`src/rtl/fetch_queue.sv`:
```
// fetch_queue: instruction fetch front end.
// Owns the fetch address, issues single-cycle-latency reads to a synchronous
// instruction memory, buffers returned words with their addresses in a small
// FIFO, and hands them to decode over a valid/ready handshake. A redirect
// flushes everything buffered or in flight and restarts fetch at a new address.
module fetch_queue #(
    parameter int                ADDR_W     = 16,
    parameter int                INSTR_W    = 16,
    parameter int                DEPTH      = 4,
    parameter int                ADDR_INC   = 1,
    parameter logic [ADDR_W-1:0] RESET_ADDR = '0
) (
    input  logic                     clk,
    input  logic                     rst_n,
    input  logic                     fetch_en,
    input  logic                     redirect,
    input  logic [ADDR_W-1:0]        redirect_addr,
    output logic                     imem_req,
    output logic [ADDR_W-1:0]        imem_addr,
    input  logic [INSTR_W-1:0]       imem_rdata,
    output logic                     instr_valid,
    input  logic                     instr_ready,
    output logic [INSTR_W-1:0]       instr_data,
    output logic [ADDR_W-1:0]        instr_pc,
    output logic [$clog2(DEPTH):0]   fifo_count
);
    localparam int                PTR_W   = $clog2(DEPTH);
    localparam int                CNT_W   = PTR_W + 1;
    localparam logic [CNT_W:0]    DEPTH_C = (CNT_W + 1)'(DEPTH);
    localparam logic [ADDR_W-1:0] INC_C   = ADDR_W'(ADDR_INC);

    logic [ADDR_W-1:0]  fetch_pc_p0;
    logic               vld_p1;
    logic [ADDR_W-1:0]  pc_p1;
    logic [CNT_W-1:0]   count;
    logic [PTR_W-1:0]   rd_ptr;
    logic [PTR_W-1:0]   wr_ptr;
    logic [INSTR_W-1:0] data_mem [DEPTH];
    logic [ADDR_W-1:0]  pc_mem   [DEPTH];
    logic               kill;
    logic               push;
    logic               pop;

    // A response returning while a redirect is active belongs to the old
    // stream; kill drops it so it never reaches the FIFO.
    assign kill = redirect;
    assign push = vld_p1 & ~kill;
    // The flush wins over a simultaneous pop.
    assign pop  = instr_valid & instr_ready & ~redirect;

    // Credit counts buffered entries plus the one possibly in flight; a pop
    // this cycle only frees a slot next cycle, so overflow cannot happen.
    assign imem_req  = rst_n & fetch_en & ~redirect &
                       (({1'b0, count} + (CNT_W + 1)'(vld_p1)) < DEPTH_C);
    assign imem_addr = fetch_pc_p0;

    assign instr_valid = (count != '0);
    assign instr_data  = instr_valid ? data_mem[rd_ptr] : '0;
    assign instr_pc    = instr_valid ? pc_mem[rd_ptr]   : '0;
    assign fifo_count  = count;

    // Fetch address, in-flight flag and FIFO bookkeeping; redirect flushes all.
    always_ff @(posedge clk or negedge rst_n) begin
        if (!rst_n) begin
            fetch_pc_p0 <= RESET_ADDR;
            vld_p1      <= 1'b0;
            count       <= '0;
            rd_ptr      <= '0;
            wr_ptr      <= '0;
        end else if (redirect) begin
            fetch_pc_p0 <= redirect_addr;
            vld_p1      <= 1'b0;
            count       <= '0;
            rd_ptr      <= '0;
            wr_ptr      <= '0;
        end else begin
            if (imem_req)
                fetch_pc_p0 <= fetch_pc_p0 + INC_C;
            vld_p1 <= imem_req;
            if (push)
                wr_ptr <= wr_ptr + PTR_W'(1);
            if (pop)
                rd_ptr <= rd_ptr + PTR_W'(1);
            case ({push, pop})
                2'b10:   count <= count + CNT_W'(1);
                2'b01:   count <= count - CNT_W'(1);
                default: count <= count;
            endcase
        end
    end

    // ---- stage p1: request address follows the memory read by one cycle ----
    // Datapath storage carries no reset; validity is tracked by count/vld_p1.
    always_ff @(posedge clk) begin
        pc_p1 <= imem_addr;
        if (push) begin
            data_mem[wr_ptr] <= imem_rdata;
            pc_mem[wr_ptr]   <= pc_p1;
        end
    end

    a_no_overflow: assert property (@(posedge clk) disable iff (!rst_n)
                                    count <= CNT_W'(DEPTH));

endmodule

```
`config.mk`:
```
export PLATFORM = sky130hd
export DESIGN_NAME = fetch_queue
export DESIGN_NICKNAME = d
export VERILOG_FILES = /design/src/rtl/fetch_queue.sv
export SDC_FILE = /design/constraint.sdc
export NUM_CORES = 1
export LEC_CHECK = 0
export BUFFER_PORTS_ARGS = -buffer_cell sky130_fd_sc_hd__buf_2
export CORE_MARGIN = 10
export CORE_UTILIZATION = 45
export DETAILED_ROUTE_END_ITERATION = 10
export GPL_ROUTABILITY_DRIVEN = 0
export GPL_TIMING_DRIVEN = 0
export MAX_ROUTING_LAYER = met4
export PLACE_DENSITY = 0.67
export SKIP_CTS_REPAIR_TIMING = 1
export SYNTH_ARGS = -nofsm -noshare
export SYNTH_HDL_FRONTEND = slang
export SYNTH_SLANG_ARGS = --single-unit
export TNS_END_PERCENT = 100
```
`constraint.sdc`:
```
create_clock -name clk -period 2.5 [get_ports clk]
set_clock_uncertainty 0.1 [all_clocks]
set_input_delay 0.5 -clock clk [delete_from_list [all_inputs] [get_ports clk]]
set_output_delay 0.5 -clock clk [all_outputs]
set_load 0.005 [all_outputs]
```
==> results of run 1 <==
-- worst max path at each step --
stage          startpoint             to  slack [ns]  cells after the start
6_report        rd_ptr[0]   instr_pc[15]       0.003                      5
5_1_grt         rd_ptr[0]  instr_data[0]       -0.07                      5
4_1_cts         rd_ptr[1]   instr_pc[11]       -0.41                      5
3_5_place_dp     redirect  fifo_count[2]       -0.10                      8
3_3_place_gp     redirect  pc_mem[0][12]       -0.35                      3
2_1_floorplan    redirect  fifo_count[2]        0.37                      7
-- cell usage in the layout, fill, tap and decap left out, types with 5 or more instances in the layout --
master,netlist,layout
nor3_1,10,10
a221o_1,5,5
buf_6,0,18
dfxtp_1,16,16
edfxtp_1,128,128
clkbuf_16,0,20
o21ai_0,7,7
and2_1,38,16
mux4_2,32,32
ha_1,5,5
nor2_1,8,8
dfrtp_1,24,22
and2_4,0,18
nand3_1,12,12
nand2_1,10,10
clkbuf_4,0,5
buf_12,0,9
buf_2,4,76
buf_4,4,6
inv_1,7,7
mux2i_1,7,7
-- power by group --
| group | internal, mW | leakage (nW) | switching, mW |
|---|---|---|---|
| registers | 3.13 | 1.59 | 0.121 |
| logic | 1.18 | 1.24 | 0.796 |
| clock network | 1.61 | 0.301 | 1.06 |
| total | 5.91 | 3.13 | 1.97 |
-- layout make-up --
class / instances / area share
Buffer: 15 / 0.0174
Clock buffer: 18 / 0.0523
Clock inverter: 14 / 0.0203
Inverter: 8 / 0.00358
Multi-Input combinational cell: 180 / 0.217
Sequential cell: 168 / 0.568
Tap cell: 184 / 0.0274
Timing Repair Buffer: 104 / 0.0939
-- per-stage QoR --
| step | TNS (ns) | area (um2) | hold slack, ns |
|---|---|---|---|
| 4_1_cts | -10.36 | 8010 | -0.0118 |
| 2_1_floorplan | 0 | 6640 | 0.104 |
| 3_3_place_gp | -41.04 | 7320 | 0.336 |
| 5_1_grt | -1.20 | 8390 | 0.178 |
| 3_5_place_dp | -0.101 | 7400 | 0.345 |
| 6_report | 0 | 8390 | 0.186 |
-- layer usage --
metal | global-route usage | wire length [um] | vias up
met1 | 0.180 | 6230 | 1946
met4 | 0.0403 | 106 | 0
met2 | 0.223 | 7140 | 111
li1 | - | - | 1712
met3 | 0.0447 | 708 | 8
met5 | - | 0 | -
-- registers in the layout (all words and copies together) (netlist names) --
register    flops
data_mem       64
pc_mem         64
imem_addr      16
pc_p1          16
fifo_count      3
rd_ptr          2
wr_ptr          2
vld_p1          1
-- logic make-up (layout without fill, tap and decap cells) --
| kind of cell | Yosys count | after routing | synth area share |
|---|---|---|---|
| buffers and inverters | 24 | 159 | 0.0166 |
| adder cells (fa/ha/maj) | 6 | 6 | 0.0124 |
| multiplexers | 39 | 39 | 0.119 |
| XOR/XNOR | 4 | 4 | 0.00528 |
| AND/OR/NAND/NOR | 100 | 100 | 0.0937 |
| AO/OA/AOI/OAI | 31 | 31 | 0.0354 |
| flip-flops | 168 | 168 | 0.718 |
-- worst max-delay path, stage by stage, from the launching register on --
cell and delay (ns):
dfrtp_1 0.37, buf_12 0.17, buf_6 0.14, mux4_2 0.48, and2_1 0.18, buf_2 0.13
==> flow_summary.yaml, run 1 <==
clock_network:
  h-tree-depth: 4
  clock_path_buffers: 2
  cts_tree: "yes"
  cts_root_buffer: "clkbuf_16"
  clock_latency_ns: 0.42
  cts_buffers: 17
  clock-sinks: 168
  clk_pin_slew_worst_paths_ns: 0.07
finish:
  antenna_cells: 0
  final-instance-count-excl-fill: 691
  syn2layout_area_growth_pct: 26.4
  regArea_um2: 4770
  layout.core_utilization: 0.580
  multi_input_comb_area_um2: 1820
  layout.nets: 537
  drive_above_1_share: 0.426
  fillers: 1120
worst_setup_path:
  cp-end-kind: "primary output"
  required_ns: 1.90
  start_kind: "flip-flop"
  path_max_fanout: 7
  rrSetupSlack_ns: 0.19
  crit_type: "flip-flop to primary output"
  r2r_start: "fifo_count[0]"
  crit_arrival_ns: 1.90
  rr_worst_depth: 7
  rr_endpoint: "fifo_count[2]"
synth:
  avgSynthCellArea_um2: 17.8
  synth-async-reset-ratio: 0.143
  ys_ff_latch: 168
  synth_top_area_frac: 0.579
  synth_area_leaders: "edfxtp_1 58%, mux4_2 11%, dfrtp_1 9.0%, dfxtp_1 4.8%, and2_1 3.6%"
  synthesis.nets: 415
  yosysTopAreaCell: "edfxtp_1"
  yosysMostFrequentCell: "edfxtp_1"
  ys_seq_area_frac: 0.718
  synth_area_um2: 6640
  yosysUniqueCellTypes: 49
  yosys-top-cells-count: "128 x edfxtp_1, 38 x and2_1, 32 x mux4_2"
  yosysWarnings: 0
  synth_edf_count: 128
  netlist_instances: 372
  synth_flop_cell: "edfxtp_1"
worst_hold_path:
  holdPathEnd: "imem_addr[1]"
  worstHoldStart: "redirect_addr[1]"
  hp-class: "input port to flip-flop"
  hold_depth: 3
timing:
  max_slew_margin: 0.679
  fin_crit_sh: 0.999
  finalHoldViolCount: 0
  worst_slack_ns: 0.00267
  setup_violations: 0
  final-max-slew-violation-count: 0
  max_clock_freq_ghz: 0.400
  rsz0062_at_grt: "yes"
  fin_crit_ns: 2.50
  tightest_slew_ns: 0.478
routing:
  dr_total_vias: 3777
  ant_nets: 0
  dr.pass1.iters: 5
  drt_iter0_markers: 210
  drc: 0
  wl_per_cell_um: 20.5
  via_per_inst: 5.47
  wl_um: 14200
global_routing:
  grt_pass1_vias: 3869
  grt_pass1_wl_um: 21300
  overflow: 0
  grt_use_total: 0.144
  grt_max_degree: 33
  antenna_found_initial: 0
floorplanning:
  die_w_um: 141
  num_rows: 44
  core_um2: 14500
  initial_core_util: 0.459
  die_h_um: 141
  dieArea_um2: 20000
  ios: 90
power:
  leakage_nw: 3.13
  p_per_area_nw_per_um2: 939
  power_mw: 7.88
  peakVddDrop_mv: 0.618
placement:
  port_buffers: 89
  dpl_worst_slack_ns: -0.101
  dp.cells: 649
  hpwlAfterDp_um: 9230
job:
  maxCapViolations: 0
outcome:
  outcome: "complete, no violations"
Note: power is estimated with default switching activity, not from simulation.
==> run 2: changes to the inputs <==
CTS_BUF_LIST = sky130_fd_sc_hd__clkbuf_4 sky130_fd_sc_hd__clkbuf_8   (was default)
SKIP_LAST_GASP = 1   (was default)
==> run 2 against run 1 <==
Net effect: the flow now finishes with violations (negative setup slack); core utilization down 0.99 points; total power down 7.8%; combinational power up 3%; critical path depth unchanged; via count down 0.77%; critical endpoint is now instr_data[5]; largest cell class unchanged; largest power group unchanged.
==> flow_summary.yaml, run 2 (same netlist as run 1, synthesis figures left out) <==
outcome:
  outcome: "finished, violations left"
  violations: "negative setup slack"
power:
  netSwitchingPower_mw: 1.90
  power_frac_comb: 0.279
  power_mw: 7.27
  p_seq_frac: 0.446
  clkPwrFrac: 0.275
  peakVddDrop_mv: 0.338
  p_per_area_nw_per_um2: 881
  leakage_nw: 3.06
  swShare: 0.261
  p_int_mw: 5.37
floorplanning:
  die_w_um: 141
  core_um2: 14500
  num_rows: 44
  dieArea_um2: 20000
  initial_core_util: 0.459
  die_h_um: 141
  ios: 90
worst_setup_path:
  critPathBufInv: 3
  crit_type: "flip-flop to primary output"
  path_max_fanout: 7
  worstPathCellList: "buf_12 -> buf_12 -> mux4_2 -> and2_4 -> buf_6"
  cp_slowest_cell: "mux4_2"
  crit_arrival_ns: 1.94
  required_ns: 1.90
  cp-end-kind: "primary output"
  cp_common_cell: "buf_12"
  slowest_delay_ns: 0.51
  start_kind: "flip-flop"
  crit_family: "multiplexers"
routing:
  dr.pass1.iters: 4
  dr_total_vias: 3748
  drt_iter0_markers: 267
  ant_nets: 0
  wl_per_cell_um: 20.4
  via_per_inst: 5.42
  drc: 0
  wl_um: 14100
finish:
  antenna_cells: 0
  regArea_um2: 4770
  layout_commonest_cell: "edfxtp_1"
  final_cell_mix: "128 x edfxtp_1, 73 x buf_2, 32 x mux4_2"
  drive_above_1_share: 0.435
  syn2layout_area_growth_pct: 24.2
  fillers: 1140
  multi_input_comb_area_um2: 1840
  top_regs: "data_mem (64), pc_mem (64)"
  layout.nets: 538
global_routing:
  grt_use_total: 0.144
  grt_pass1_wl_um: 21200
  grt_pass1_vias: 3887
  use_met3: 0.0394
  antenna_found_initial: 0
  grt_max_degree: 33
  busiest_layer: "met2"
  grtUsageMet1: 0.179
  overflow: 0
  grtUsageMet2: 0.224
clock_network:
  h-tree-depth: 4
  cts_root_buffer: "clkbuf_8"
  clk_pin_slew_worst_paths_ns: 0.09
  cts_buffers: 17
  clock_path_buffers: 2
  clock_latency_ns: 0.45
  clock-sinks: 168
  cts_tree: "yes"
timing:
  finalSetupTns_ns: -0.636
  worst_slack_ns: -0.0406
  setup_violations: 26
  max_clock_freq_ghz: 0.394
  fin_hold_ws_ns: 0.152
  max_slew_margin: 0.685
  final-max-slew-violation-count: 0
  rsz0062_at_grt: "yes"
  finalHoldViolCount: 0
  fin_crit_sh: 1.02
  tightest_slew_ns: 0.470
  fin_crit_ns: 2.54
placement:
  port_buffers: 89
  dpl_worst_slack_ns: -0.101
  hpwlAfterDp_um: 9230
job:
  maxCapViolations: 0
worst_hold_path:
  hp-class: "input port to flip-flop"
## run 2: stage by stage
step                      utilization  cell area [um2]  cells
after CTS                       0.540             7820    681
after detailed placement        0.511             7400    649
final                           0.570             8250    692
after floorplan                     -             6640    372
after global placement          0.505             7320    645
after global routing            0.570             8250    692
## run 2: area by class of cell
cell class,instances,area share
timing repair buffer,105,0.100
inverter,8,0.00364
clock inverter,14,0.0206
sequential,168,0.578
buffer,15,0.0174
tap,184,0.0279
clock buffer,18,0.0300
multi-input combinational,180,0.223
## run 2: path summary, 6_finish.rpt
kind                                  startpoint             to  slack [ns]  cells after the start
worst max register to register     fifo_count[0]  fifo_count[2]        0.18                      7
worst min-delay path            redirect_addr[1]   imem_addr[1]        0.15                      3
min in group asynchronous                  rst_n  imem_addr[14]        0.54                      3
worst min register to register     imem_addr[13]      pc_p1[13]        0.37                      0
max in group asynchronous                  rst_n  fifo_count[0]        1.60                      3
worst max-delay path                   rd_ptr[0]  instr_data[5]       -0.04                      5
## run 2: power by group through the flow
stage	combinational (mW)	sequential (mW)	clock, mW
floorplan	0.860	3.27	0
global placement	1.42	3.29	0
detailed placement	1.46	3.30	0
CTS	1.46	3.24	2.05
global route	2.21	3.26	2.17
finish	2.03	3.24	2.00
## run 2: routing by layer
metal | wire length (um) | vias to the layer above
li1 | - | 1708
met1 | 6100 | 1908
met2 | 7140 | 118
met3 | 755 | 14
met4 | 150 | 0
met5 | 0 | -
## run 2: worst register-to-register path: stages, from the launching register on
cell and delay (ns):
dfrtp_2 0.46, buf_4 0.16, o31ai_2 0.44, nor3_1 0.13, fa_1 0.40, nor3_1 0.24
o21ai_0 0.12, nor3b_1 0.14
==> run 3: changes to the inputs <==
CORE_UTILIZATION = 47   (was 45)
PLACE_DENSITY = 0.69   (was 0.67)
==> run 3 against run 2 <==
Net effect: the run still ends with negative setup slack left; clock-buffer cell count rose by 6; cell area fell by 0.11%; wire length fell by 2.5%; largest cell class unchanged; critical path depth rose by 1; global-route usage rose by 0.13 points; worst hold slack improved by 0.014 ns; total power fell by 0.78%; sequential share of layout area rose by 0.092 points.
==> flow_summary.yaml, run 3 (same netlist as run 1, synthesis figures left out) <==
outcome:
  outcome: "finished, violations left"
  violations: "negative setup slack"
clock_network:
  cts_root_buffer: "clkbuf_8"
  cts_buffers: 17
  clock_latency_ns: 0.44
  h-tree-depth: 4
  clock_path_buffers: 2
  clock-sinks: 168
  clk_pin_slew_worst_paths_ns: 0.08
  cts_tree: "yes"
global_routing:
  grt_use_total: 0.145
  antenna_found_initial: 0
  grt_pass1_wl_um: 21600
  overflow: 0
  grt_pass1_vias: 4028
  grt_max_degree: 33
floorplanning:
  die_h_um: 139
  dieArea_um2: 19300
  num_rows: 43
  ios: 90
  die_w_um: 139
  core_um2: 13900
  initial_core_util: 0.478
worst_setup_path:
  r2r_start: "fifo_count[1]"
  path_max_fanout: 6
  crit_arrival_ns: 1.96
  rrSetupSlack_ns: 0.20
  crit_path_start: "rd_ptr[0]"
  rr_endpoint: "fifo_count[2]"
  cp-end-kind: "primary output"
  cp_common_cell: "buf_12"
  crit_type: "flip-flop to primary output"
  rr_worst_depth: 7
  critPathBufInv: 4
  start_kind: "flip-flop"
  required_ns: 1.90
  cp_slowest_cell: "mux4_2"
  crit_family: "multiplexers"
  slowest_delay_ns: 0.49
  worstPathCellList: "buf_12 -> buf_12 -> buf_8 -> mux4_2 -> and2_4 -> buf_6"
power:
  swShare: 0.254
  peakVddDrop_mv: 0.387
  power_mw: 7.21
  netSwitchingPower_mw: 1.83
  p_int_mw: 5.38
  leakage_nw: 3.07
  p_per_area_nw_per_um2: 875
  power_frac_comb: 0.301
  clkPwrFrac: 0.250
  p_seq_frac: 0.449
worst_hold_path:
  worstHoldStart: "redirect_addr[1]"
  hold_depth: 3
  hp-class: "input port to flip-flop"
  holdPathEnd: "imem_addr[1]"
timing:
  finalHoldViolCount: 0
  fin_crit_ns: 2.56
  max_slew_margin: 0.389
  final-max-slew-violation-count: 0
  max_clock_freq_ghz: 0.390
  tightest_slew_ns: 0.917
  finalSetupTns_ns: -1.13
  setup_violations: 28
  worst_slack_ns: -0.0617
  rsz0062_at_grt: "yes"
  fin_crit_sh: 1.02
finish:
  layout_commonest_cell: "edfxtp_1"
  antenna_cells: 0
  final_cell_mix: "128 x edfxtp_1, 72 x buf_2, 32 x mux4_2"
  final_area_um2: 8240
  layout.nets: 542
  regArea_um2: 4770
  syn2layout_area_growth_pct: 24.1
  top_regs: "data_mem (64), pc_mem (64)"
  drive_above_1_share: 0.449
  multi_input_comb_area_um2: 1840
  fillers: 1024
routing:
  drt_iter0_markers: 249
  dr_total_vias: 3761
  wl_um: 13800
  ant_nets: 0
  wl_per_cell_um: 19.9
  drc: 0
  dr.pass1.iters: 4
  via_per_inst: 5.43
job:
  maxCapViolations: 0
placement:
  hpwlAfterDp_um: 8860
  dpl-instance-area_um2: 7340
  port_buffers: 89
==> run 3: cell types whose count changed in the layout (fill, tap and decap cells not counted), moves of 2 or more <==
cell,before,now
and2_4,22,26
buf_12,9,7
dfrtp_1,22,20
and2_1,12,8
buf_4,7,12
dfrtp_2,2,4
inv_6,4,0
bufinv_16,3,1
clkbuf_8,18,20
clkbuf_4,4,7
==> run 3: layout make-up <==
class,count,share of cell area
Multi-Input combinational cell,180,0.223
Clock buffer,24,0.0370
Clock inverter,8,0.00881
Tap cell,180,0.0273
Buffer,15,0.0175
Sequential cell,168,0.579
Timing Repair Buffer,109,0.104
Inverter,8,0.00364
==> run 3: layer usage <==
metal | up-vias | global-route usage | share of wire
met5 | - | - | 0
met1 | 1908 | 0.182 | 0.45
met2 | 131 | 0.223 | 0.49
met4 | 0 | 0.0390 | 0.011
li1 | 1708 | - | -
met3 | 14 | 0.0476 | 0.050
==> run 3: worst max path at each step <==
stage                     end  slack (ns)  cells after the start
2_1_floorplan   fifo_count[2]        0.37                      7
3_3_place_gp   data_mem[0][9]       -0.29                      3
3_5_place_dp    fifo_count[2]       -0.21                      8
4_1_cts          instr_pc[11]       -0.35                      5
5_1_grt          instr_pc[13]       -0.15                      6
6_report         instr_pc[13]       -0.06                      6
==> run 3: tightest hold or removal path, stage by stage <==
cell     delay (ns)
buf_2          0.07
nand2_1        0.04
o21ai_0        0.05
==> run 3: power by group through the flow <==
stage	Clock, mW	Sequential, mW	Combinational, mW
after global placement	0	3.29	1.39
after detailed placement	0	3.30	1.42
after CTS	1.85	3.24	1.42
after global routing	1.98	3.26	2.35
final	1.80	3.24	2.17
after floorplan	0	3.27	0.860
==> run 3: metrics by stage <==
stage / hold slack (ns) / utilization / worst slack [ns] / cells
floorplan: 0.104 / - / 0.372 / 372
detailed placement: 0.334 / 0.529 / -0.213 / 642
finish: 0.166 / 0.594 / -0.0617 / 692
global route: 0.130 / 0.594 / -0.146 / 692
global placement: 0.334 / 0.527 / -0.289 / 641
CTS: -0.0419 / 0.556 / -0.354 / 674
